### config.mk
export PLATFORM = sky130hd
export DESIGN_NAME = bpred_update_sched
export DESIGN_NICKNAME = d
export VERILOG_FILES = /design/src/rtl/bpred_pkg.sv /design/src/rtl/bpred_upd_fifo.sv /design/src/rtl/bpred_update_sched.sv
export SDC_FILE = /design/constraint.sdc
export NUM_CORES = 1
export LEC_CHECK = 0
export CAP_MARGIN = 0
export CORE_MARGIN = 5
export CORE_UTILIZATION = 40
export DETAILED_ROUTE_END_ITERATION = 7
export SYNTH_ARGS = -nofsm -noshare
export SYNTH_HDL_FRONTEND = slang
export SYNTH_HIERARCHICAL = 1
export SYNTH_SLANG_ARGS = --single-unit
### constraint.sdc
create_clock -name clk -period 6.3 [get_ports clk]
set_clock_uncertainty 0.05 [all_clocks]
set_input_delay 0.63 -clock clk [delete_from_list [all_inputs] [get_ports clk]]
set_output_delay 0.63 -clock clk [all_outputs]
set_load 0.05 [all_outputs]
### src/rtl/bpred_pkg.sv
// Shared types and helpers for the bimodal predictor update path.
package bpred_pkg;

  localparam int CTR_W = 2;

  typedef enum logic [0:0] {
    ST_INIT = 1'b0,
    ST_RUN  = 1'b1
  } bpred_state_e;

  // 2-bit saturating counter step toward the resolved direction.
  function automatic logic [CTR_W-1:0] sat_ctr_update(input logic [CTR_W-1:0] old,
                                                      input logic             dir);
    logic [CTR_W-1:0] r;
    r = old;
    if (dir) begin
      if (old != '1) r = old + CTR_W'(1);
    end else begin
      if (old != '0) r = old - CTR_W'(1);
    end
    return r;
  endfunction

endpackage

### src/rtl/bpred_upd_fifo.sv
// Small synchronous FIFO buffering pending counter-table writes.
module bpred_upd_fifo #(
  parameter  int W     = 14,
  parameter  int DEPTH = 4,
  localparam int AW    = $clog2(DEPTH),
  localparam int CW    = AW + 1
) (
  input  logic          clk,
  input  logic          reset,
  input  logic          push,
  input  logic [W-1:0]  wdata,
  input  logic          pop,
  output logic [W-1:0]  rdata,
  output logic          full,
  output logic          empty,
  output logic [CW-1:0] count
);

  logic [W-1:0]  mem_q [DEPTH];
  logic [AW-1:0] wr_ptr_q, wr_ptr_d;
  logic [AW-1:0] rd_ptr_q, rd_ptr_d;
  logic [CW-1:0] count_q, count_d;
  logic          do_push, do_pop;

  assign full    = (count_q == CW'(DEPTH));
  assign empty   = (count_q == '0);
  assign count   = count_q;
  assign rdata   = mem_q[rd_ptr_q];
  assign do_push = push & ~full;
  assign do_pop  = pop & ~empty;

  // Pointers wrap naturally because DEPTH is a power of two.
  always_comb begin
    wr_ptr_d = wr_ptr_q;
    rd_ptr_d = rd_ptr_q;
    count_d  = count_q;
    if (do_push) wr_ptr_d = wr_ptr_q + AW'(1);
    if (do_pop)  rd_ptr_d = rd_ptr_q + AW'(1);
    case ({do_push, do_pop})
      2'b10:   count_d = count_q + CW'(1);
      2'b01:   count_d = count_q - CW'(1);
      default: count_d = count_q;
    endcase
  end

  always_ff @(posedge clk or posedge reset) begin
    if (reset) begin
      wr_ptr_q <= '0;
      rd_ptr_q <= '0;
      count_q  <= '0;
    end else begin
      wr_ptr_q <= wr_ptr_d;
      rd_ptr_q <= rd_ptr_d;
      count_q  <= count_d;
    end
  end

  always_ff @(posedge clk) begin
    if (do_push) mem_q[wr_ptr_q] <= wdata;
  end

endmodule

### src/rtl/bpred_update_sched.sv
// Owns the bimodal table write port: reset sweep, then buffered counter updates.
module bpred_update_sched
  import bpred_pkg::*;
#(
  parameter  int         IDX_W      = 12,
  parameter  int         FIFO_DEPTH = 4,
  parameter  logic [1:0] INIT_CTR   = 2'b01,
  localparam int         CNT_W      = $clog2(FIFO_DEPTH) + 1
) (
  input  logic             clk,
  input  logic             reset,
  input  logic             up_valid,
  input  logic [IDX_W-1:0] up_index,
  input  logic [1:0]       up_old_ctr,
  input  logic             up_dir,
  output logic             up_ready,
  input  logic             stall,
  output logic             mem_wren,
  output logic [IDX_W-1:0] mem_wraddr,
  output logic [1:0]       mem_wdata,
  output logic             init_busy,
  output logic [CNT_W-1:0] pending,
  output logic [7:0]       drop_cnt
);

  localparam int EW = IDX_W + CTR_W;

  bpred_state_e     state_q, state_d;
  logic [IDX_W-1:0] sweep_q, sweep_d;
  logic             wren_q, wren_d;
  logic [IDX_W-1:0] wraddr_q, wraddr_d;
  logic [1:0]       wdata_q, wdata_d;
  logic [7:0]       drop_q, drop_d;

  logic          fifo_push, fifo_pop, fifo_full, fifo_empty;
  logic [EW-1:0] fifo_wdata, fifo_rdata;

  assign init_busy  = (state_q == ST_INIT);
  // Registered full only: a full FIFO refuses even on a popping cycle.
  assign up_ready   = (state_q == ST_RUN) & ~fifo_full;
  assign fifo_push  = up_valid & up_ready;
  assign fifo_wdata = {up_index, sat_ctr_update(up_old_ctr, up_dir)};

  assign mem_wren   = wren_q;
  assign mem_wraddr = wraddr_q;
  assign mem_wdata  = wdata_q;
  assign drop_cnt   = drop_q;

  bpred_upd_fifo #(
    .W     (EW),
    .DEPTH (FIFO_DEPTH)
  ) u_fifo (
    .clk   (clk),
    .reset (reset),
    .push  (fifo_push),
    .wdata (fifo_wdata),
    .pop   (fifo_pop),
    .rdata (fifo_rdata),
    .full  (fifo_full),
    .empty (fifo_empty),
    .count (pending)
  );

  always_comb begin
    state_d  = state_q;
    sweep_d  = sweep_q;
    wren_d   = 1'b0;
    wraddr_d = wraddr_q;
    wdata_d  = wdata_q;
    fifo_pop = 1'b0;
    case (state_q)
      ST_INIT: begin
        wren_d   = 1'b1;
        wraddr_d = sweep_q;
        wdata_d  = INIT_CTR;
        sweep_d  = sweep_q + IDX_W'(1);
        if (sweep_q == '1) state_d = ST_RUN;
      end
      ST_RUN: begin
        if (!fifo_empty && !stall) begin
          fifo_pop              = 1'b1;
          wren_d                = 1'b1;
          {wraddr_d, wdata_d}   = fifo_rdata;
        end
      end
      default: state_d = ST_INIT;
    endcase
  end

  always_comb begin
    drop_d = drop_q;
    if (up_valid && !up_ready && drop_q != 8'hFF) drop_d = drop_q + 8'd1;
  end

  always_ff @(posedge clk or posedge reset) begin
    if (reset) begin
      state_q  <= ST_INIT;
      sweep_q  <= '0;
      wren_q   <= 1'b0;
      wraddr_q <= '0;
      wdata_q  <= '0;
      drop_q   <= '0;
    end else begin
      state_q  <= state_d;
      sweep_q  <= sweep_d;
      wren_q   <= wren_d;
      wraddr_q <= wraddr_d;
      wdata_q  <= wdata_d;
      drop_q   <= drop_d;
    end
  end

endmodule

==> results_tabular.tex, run 1 <==
\begin{tabular}{lr}
\hline
Metric & Value \\
\hline
\multicolumn{2}{l}{\textbf{Outcome}} \\
\quad Run status & complete, no violations \\
\multicolumn{2}{l}{\textbf{Yosys}} \\
\quad Syn. warnings & 6 \\
\quad Top cell type's share of synthesized area & 0.402 \\
\quad Synthesized instance count & 264 \\
\quad Count of flip-flops with a built-in enable after synthesis & 56 \\
\quad Avg Inst Size Synth & 15.8 um\^{}2 \\
\quad Synth cell types & 42 \\
\quad Post-synthesis instance area & 4180 um\^{}2 \\
\quad Top cells by area in the synthesized netlist & edfxtp\_1 (40\%), dfrtp\_1 (26\%), mux4\_2 (4.3\%) \\
\quad Syn Nets & 291 \\
\quad Flop and latch count out of synthesis & 99 \\
\quad Post-synth ARST share & 0.434 \\
\quad Cell with the most instances after synthesis & edfxtp\_1 \\
\quad Library cell with the largest summed area after synthesis & edfxtp\_1 \\
\quad Top post-synthesis cells by count & edfxtp\_1 (56), dfrtp\_1 (43), nor2\_1 (18), a21oi\_1 (15) \\
\quad Predominant post-synthesis flop cell & edfxtp\_1 \\
\quad Part of the Yosys area used for sequential elements & 0.660 \\
\multicolumn{2}{l}{\textbf{STA}} \\
\quad Final Hold Viols & 0 \\
\quad Relative slew margins & 0.327 \\
\quad Number of slew-limit violations in the final report & 0 \\
\quad Sum of negative setup slack & 0 ns \\
\quad Setup-violating endpoint count in the final report & 0 \\
\quad Setup repair after global routing missed its margin & no \\
\quad Actual transition at the worst max-transition pin & 1.01 ns \\
\quad Post-route fraction of the period consumed by the critical path & 0.512 \\
\quad Fin Hold WS & 0.464 ns \\
\quad Shortest period the worst path allows & 3.23 ns \\
\quad Maximum clock frequency & 310 MHz \\
\multicolumn{2}{l}{\textbf{GRT}} \\
\quad Initial antenna violation count & 0 \\
\quad Pin count of the biggest net entering global routing & 37 \\
\quad Tot GR Track Use & 0.128 \\
\quad Number of global-route vias before repair & 2383 \\
\quad Total global routing overflow & 0 \\
\quad Global-route wire length before repair & 12600 um \\
\multicolumn{2}{l}{\textbf{Power and ir drop}} \\
\quad Static leakage & 1.82 nW \\
\quad Logic gate share of total power & 0.157 \\
\quad Switching part of the total power & 0.301 \\
\quad Clock network fraction of design power & 0.300 \\
\quad Total power per unit cell area & 274 nW/um\^{}2 \\
\quad Maximum VDD drop & 139 uV \\
\quad Sequential share of power & 0.543 \\
\quad Total internal power & 951 uW \\
\quad Switching power & 409 uW \\
\multicolumn{2}{l}{\textbf{Job}} \\
\quad Number of max-cap violations & 0 \\
\multicolumn{2}{l}{\textbf{Floorplan}} \\
\quad Die footprint & 12600 um\^{}2 \\
\quad Area of the core & 10300 um\^{}2 \\
\quad Row cnt & 37 \\
\quad Width of the chip & 112 um \\
\quad Initial Utilization & 0.407 \\
\quad Top-Level Pins & 47 \\
\quad Vertical die dimension & 112 um \\
\multicolumn{2}{l}{\textbf{Final layout}} \\
\quad Fill cells & 915 \\
\quad Register Area & 2760 um\^{}2 \\
\quad Final Util & 0.483 \\
\quad Post-route cell area & 4970 um\^{}2 \\
\quad Count of antenna diodes in the layout & 0 \\
\quad Multi-input gate area in the final layout & 1320 um\^{}2 \\
\quad Fin nets & 342 \\
\quad Signed area change from the synthesized netlist to the final layout & 18.8\% \\
\quad Fraction of final layout cells sized beyond drive strength 1 & 0.134 \\
\multicolumn{2}{l}{\textbf{Clocking}} \\
\quad Num Clock Sinks & 99 \\
\quad Worst-Skew Late Latency & 0.36 ns \\
\quad Root Buffer Master & clkbuf\_8 \\
\quad Number of gates given a new drive strength after cts & 0 \\
\quad CTS tree & done \\
\quad Number of H-tree branching levels & 3 \\
\quad TritonCTS buffer count & 9 \\
\quad Clock transition at the registers of the reported paths & 0.10 ns \\
\quad Hold buffer count at CTS & 0 \\
\quad Clock buffer depth & 2 \\
\quad Post-CTS repair timing setup buffer count & 0 \\
\multicolumn{2}{l}{\textbf{Detailed routing}} \\
\quad Routed Wire Length & 7510 um \\
\quad Antenna viol nets, final & 0 \\
\quad Wire length per cell & 16.5 um \\
\quad DRT iter0 DRCs & 86 \\
\quad Residual DRC count & 0 \\
\quad Detailed Routing Iterations Pass 1 & 4 \\
\quad Via count & 2214 \\
\quad Via/cell ratio & 4.86 \\
\multicolumn{2}{l}{\textbf{Worst setup path}} \\
\quad Data arrival time at the worst-slack endpoint & 2.55 ns \\
\quad Type of the worst setup path & reg -> out \\
\quad Startpoint kind of the worst setup timing path & flop \\
\quad Maximum fanout along the worst path & 32 \\
\quad Endpoint required time on the critical path & 5.62 ns \\
\quad Crit end category & output pin \\
\multicolumn{2}{l}{\textbf{Placed design}} \\
\quad Final GP Congestion & 0.728 \\
\quad DPL Wire Length & 5110 um \\
\quad IO buf count & 46 \\
\quad Instance area at placement & 4760 um\^{}2 \\
\multicolumn{2}{l}{\textbf{Hold path}} \\
\quad Classification of the worst-slack hold path & reg -> reg \\
\hline
\end{tabular}
[worst max-delay path: stages, from the launching register on]
cell             delay [ns]
dfrtp_1                1.02
nor2b_4                0.35
clkdlybuf4s50_1        0.82
[state kept, by name (all words and copies together) (netlist names), 2 cells and up]
register,count
u_fifo/wr_ptr_q,2
sweep_q,12
u_fifo/mem_q,56
mem_wdata,2
drop_cnt,8
mem_wraddr,12
u_fifo/rd_ptr_q,2
u_fifo/count,3
[cell type report]
cell class,instances,area share
Multi-Input combinational cell,147,0.266
Inverter,11,0.00831
Clock buffer,9,0.0249
Timing Repair Buffer,47,0.0942
Clock inverter,7,0.0174
Sequential cell,99,0.555
Tap cell,136,0.0343
[cell usage in the layout, fill, tap and decap left out, types with 4 or more instances in the layout]
cell type / count
a21oi_1: 15
and2_1: 4
clkbuf_8: 9
clkdlybuf4s50_1: 46
dfrtp_1: 43
edfxtp_1: 56
ha_1: 7
inv_1: 10
mux2_2: 4
mux2i_1: 13
mux4_1: 6
mux4_2: 8
nand2_1: 11
nand3_1: 5
nand4_1: 4
nor2_1: 18
nor3_1: 5
o21ai_0: 5
xnor2_1: 13
xor2_1: 7
[power by group through the flow]
stage | registers (mW) | logic (mW) | clock network, mW
global route | 0.744 | 0.227 | 0.454
detailed placement | 0.753 | 0.216 | 0
CTS | 0.739 | 0.216 | 0.425
global placement | 0.752 | 0.214 | 0
finish | 0.738 | 0.213 | 0.409
floorplan | 0.829 | 0.0611 | 0
[metal layers]
| metal | global-route usage | part of all wire | up-vias |
|---|---|---|---|
| met2 | 0.200 | 0.49 | 37 |
| met5 | 0 | 0 | - |
| li1 | - | - | 1074 |
| met1 | 0.177 | 0.47 | 1099 |
| met4 | 0.0433 | 0.0093 | 0 |
| met3 | 0.0302 | 0.027 | 4 |
[worst paths after layout]
| check | startpoint | endpoint | slack (ns) | cells past startpoint |
|---|---|---|---|---|
| setup reg to reg | state_q | u_fifo/mem_q[2][2] | 3.40 | 4 |
| hold / removal | sweep_q[11] | sweep_q[11] | 0.46 | 1 |
| max in group asynchronous | reset | sweep_q[4] | 5.22 | 3 |
| hold reg to reg | sweep_q[11] | sweep_q[11] | 0.46 | 1 |
| min in group asynchronous | reset | u_fifo/count[2] | 0.47 | 2 |
| setup / recovery | state_q | up_ready | 3.07 | 2 |
[cell families (layout without fill, tap and decap cells)]
kind of cell | count (synthesis) | count (layout) | share of synthesized area
muxes | 32 | 32 | 0.126
DFF | 99 | 99 | 0.660
adders and majority gates | 10 | 10 | 0.0305
AOI/OAI and AO/OA | 25 | 25 | 0.0335
buffers and inverters | 18 | 74 | 0.0248
xor gates and xnor gates | 20 | 20 | 0.0419
and+or+nand+nor | 60 | 60 | 0.0832
[through the flow]
step	std cells	worst slack [ns]	power (mW)
global placement	440	3.45	0.965
detailed placement	440	3.37	0.969
finish	456	3.07	1.36
floorplan	264	3.75	0.890
CTS	456	3.02	1.38
global route	456	2.88	1.43
Note: power is estimated with default switching activity, not from simulation.
==> run 2, diff against run 1 <==
==> constraint.sdc (replaced) <==
create_clock -name clk -period 2.8 [get_ports clk]
set_clock_uncertainty 0.05 [all_clocks]
set_input_delay 0.28 -clock clk [delete_from_list [all_inputs] [get_ports clk]]
set_output_delay 0.28 -clock clk [all_outputs]
set_load 0.05 [all_outputs]
==> results_tabular.tex, run 2 (synthesized netlist as in run 1, its figures left out) <==
\begin{tabular}{lr}
\hline
Metric & Value \\
\hline
\multicolumn{2}{l}{\textbf{Final layout}} \\
\quad Most flop-heavy register & u\_fifo/mem\_q \\
\quad Highest-count cells in the layout ignoring fill and taps & edfxtp\_1 (56), clkdlybuf4s50\_1 (46), dfrtp\_1 (43), nor2\_1 (18), a21oi\_1 (15) \\
\quad Largest register FFs & 56 (unchanged) \\
\quad Count of antenna diodes in the layout & 0 (unchanged) \\
\quad Final Util & 0.488 (+0.00438) \\
\quad Fin nets & 350 (+2.3\%) \\
\quad Most common cell after layout, fill and taps aside & edfxtp\_1 \\
\quad Signed area change from the synthesized netlist to the final layout & 19.9\% \\
\quad Fill cells & 898 (-1.9\%) \\
\quad Fraction of final layout cells sized beyond drive strength 1 & 0.155 (+0.0211) \\
\multicolumn{2}{l}{\textbf{Clocking}} \\
\quad CTS tree & done \\
\quad Post-CTS repair timing setup buffer count & 0 (unchanged) \\
\quad Clock buffer depth & 2 (unchanged) \\
\quad Number of H-tree branching levels & 3 (unchanged) \\
\quad Worst-Skew Late Latency & 0.36 ns (about the same) \\
\quad TritonCTS buffer count & 9 (unchanged) \\
\quad Num Clock Sinks & 99 (unchanged) \\
\quad Hold buffer count at CTS & 0 (unchanged) \\
\quad Root Buffer Master & clkbuf\_8 \\
\quad Number of gates given a new drive strength after cts & 0 (unchanged) \\
\quad Clock transition at the registers of the reported paths & 0.11 ns (about the same) \\
\multicolumn{2}{l}{\textbf{Placed design}} \\
\quad DPL Wire Length & 5100 um (-0.17\%) \\
\quad Worst setup timing slack at the placement stage & 0.424 ns (-2.94 ns) \\
\quad IO buf count & 46 (unchanged) \\
\quad Final GP Congestion & 0.763 (+4.8\%) \\
\multicolumn{2}{l}{\textbf{Power and ir drop}} \\
\quad Total internal power & 2.13 mW (+120\%) \\
\quad Clock network fraction of design power & 0.293 (-0.007) \\
\quad Switching power & 895 uW (+120\%) \\
\quad Total power per unit cell area & 604 nW/um\^{}2 (+120\%) \\
\quad Switching part of the total power & 0.296 (-0.00529) \\
\quad Tot Pwr & 3.03 mW (+120\%) \\
\quad Logic gate share of total power & 0.159 (+0.002) \\
\quad Maximum VDD drop & 425 uV (+210\%) \\
\quad Sequential share of power & 0.548 (+0.005) \\
\quad Static leakage & 1.86 nW (+2.2\%) \\
\multicolumn{2}{l}{\textbf{STA}} \\
\quad Setup-violating endpoint count in the final report & 0 (unchanged) \\
\quad Shortest period the worst path allows & 2.47 ns \\
\quad Number of slew-limit violations in the final report & 0 (unchanged) \\
\quad Fin worst setup slack & 0.329 ns (-2.75 ns) \\
\quad Sum of negative setup slack & 0 ns (unchanged) \\
\quad Post-route fraction of the period consumed by the critical path & 0.883 \\
\quad Maximum clock frequency & 405 MHz \\
\quad Relative slew margins & 0.572 (+0.245) \\
\quad Final Hold Viols & 0 (unchanged) \\
\quad Setup repair after global routing missed its margin & no \\
\quad Actual transition at the worst max-transition pin & 0.642 ns (-0.367 ns) \\
\multicolumn{2}{l}{\textbf{Floorplan}} \\
\quad Width of the chip & 112 um (unchanged) \\
\quad Row cnt & 37 (unchanged) \\
\quad Vertical die dimension & 112 um (unchanged) \\
\quad Die footprint & 12600 um\^{}2 (unchanged) \\
\quad Top-Level Pins & 47 (unchanged) \\
\quad Initial Utilization & 0.407 (unchanged) \\
\quad Area of the core & 10300 um\^{}2 (unchanged) \\
\multicolumn{2}{l}{\textbf{Hold path}} \\
\quad Classification of the worst-slack hold path & in -> async \\
\multicolumn{2}{l}{\textbf{Worst setup path}} \\
\quad Launching instance or port of the critical path & state\_q \\
\quad Crit path max-delay cell type & clkdlybuf4s50\_1 \\
\quad Slowest cell delay on critical path & 0.83 ns (-0.19 ns) \\
\quad Worst Path Buf+Inv & 2 (+1) \\
\quad List of cells traversed by the critical path & buf\_4 > nor2b\_4 > clkdlybuf4s50\_1 \\
\quad Maximum fanout along the worst path & 31 (-3.1\%) \\
\quad Endpoint required time on the critical path & 2.47 ns (-3.15 ns) \\
\quad Type of the worst setup path & reg -> out \\
\quad Data arrival time at the worst-slack endpoint & 2.14 ns (-0.41 ns) \\
\quad Critical R2R Launch & u\_fifo/count[0] \\
\quad Family with the most delay on the worst path & buffers and inverters \\
\quad Crit end category & output pin \\
\quad Startpoint kind of the worst setup timing path & flop \\
\multicolumn{2}{l}{\textbf{GRT}} \\
\quad Global-route wire length before repair & 12300 um (-2.9\%) \\
\quad Tot GR Track Use & 0.126 (-0.00244) \\
\quad Number of global-route vias before repair & 2326 (-2.4\%) \\
\quad Initial antenna violation count & 0 (unchanged) \\
\quad Pin count of the biggest net entering global routing & 37 (unchanged) \\
\quad Total global routing overflow & 0 (unchanged) \\
\multicolumn{2}{l}{\textbf{Detailed routing}} \\
\quad Residual DRC count & 0 (unchanged) \\
\quad Routed Wire Length & 7440 um (-0.95\%) \\
\quad Detailed Routing Iterations Pass 1 & 4 (unchanged) \\
\quad Via count & 2262 (+2.2\%) \\
\quad Antenna viol nets, final & 0 (unchanged) \\
\quad Via/cell ratio & 4.88 (+0.41\%) \\
\quad DRT iter0 DRCs & 116 (+35\%) \\
\quad Wire length per cell & 16.0 um (-2.7\%) \\
\multicolumn{2}{l}{\textbf{Job}} \\
\quad Number of max-cap violations & 0 (unchanged) \\
\multicolumn{2}{l}{\textbf{Outcome}} \\
\quad Run status & complete, no violations \\
\hline
\end{tabular}
[run 2: cell types whose count changed in the layout (fill, tap and decap cells not counted), sizes merged]
cell,change
buf,+8
inv,+1
clkinv,-1
[run 2: final cells by class]
type                    instances  area (um^2)  share of cell area
multi-input cells             147         1320               0.263
inverters                      11         41.3             0.00824
clock inverters                 7         71.3              0.0142
clock buffers                   9          124              0.0247
well taps                     136          170              0.0340
repair buffers                 55          528               0.105
flip-flops and latches         99         2760               0.550
[run 2: path summary, 6_finish.rpt]
kind,endpoint,slack [ns],cells past startpoint
max in group asynchronous,drop_cnt[5],2.05,3
max,up_ready,0.33,3
min reg2reg,sweep_q[11],0.46,1
min in group clk,sweep_q[11],0.46,1
min,u_fifo/count[0],0.13,2
max reg2reg,u_fifo/count[2],0.45,10
[run 2: power by group through the flow]
stage	Clock, mW	Combinational [mW]	Sequential (mW)
final	0.887	0.480	1.66
after global placement	0	0.482	1.69
after CTS	0.921	0.486	1.66
after floorplan	0	0.137	1.86
after global routing	0.994	0.512	1.67
after detailed placement	0	0.486	1.69
[run 2: routing by layer]
layer  routed length (um)  track usage
met1                 3390        0.168
met2                 3700        0.205
met3                  245       0.0286
met4                  104       0.0409
met5                    0            0
[run 2: through the flow]
step,instances,hold WS (ns),area (um^2)
floorplan,264,0.0334,4180
global placement,448,0.434,4820
detailed placement,448,0.445,4820
CTS,464,0.128,5010
global route,464,0.140,5010
finish,464,0.134,5010
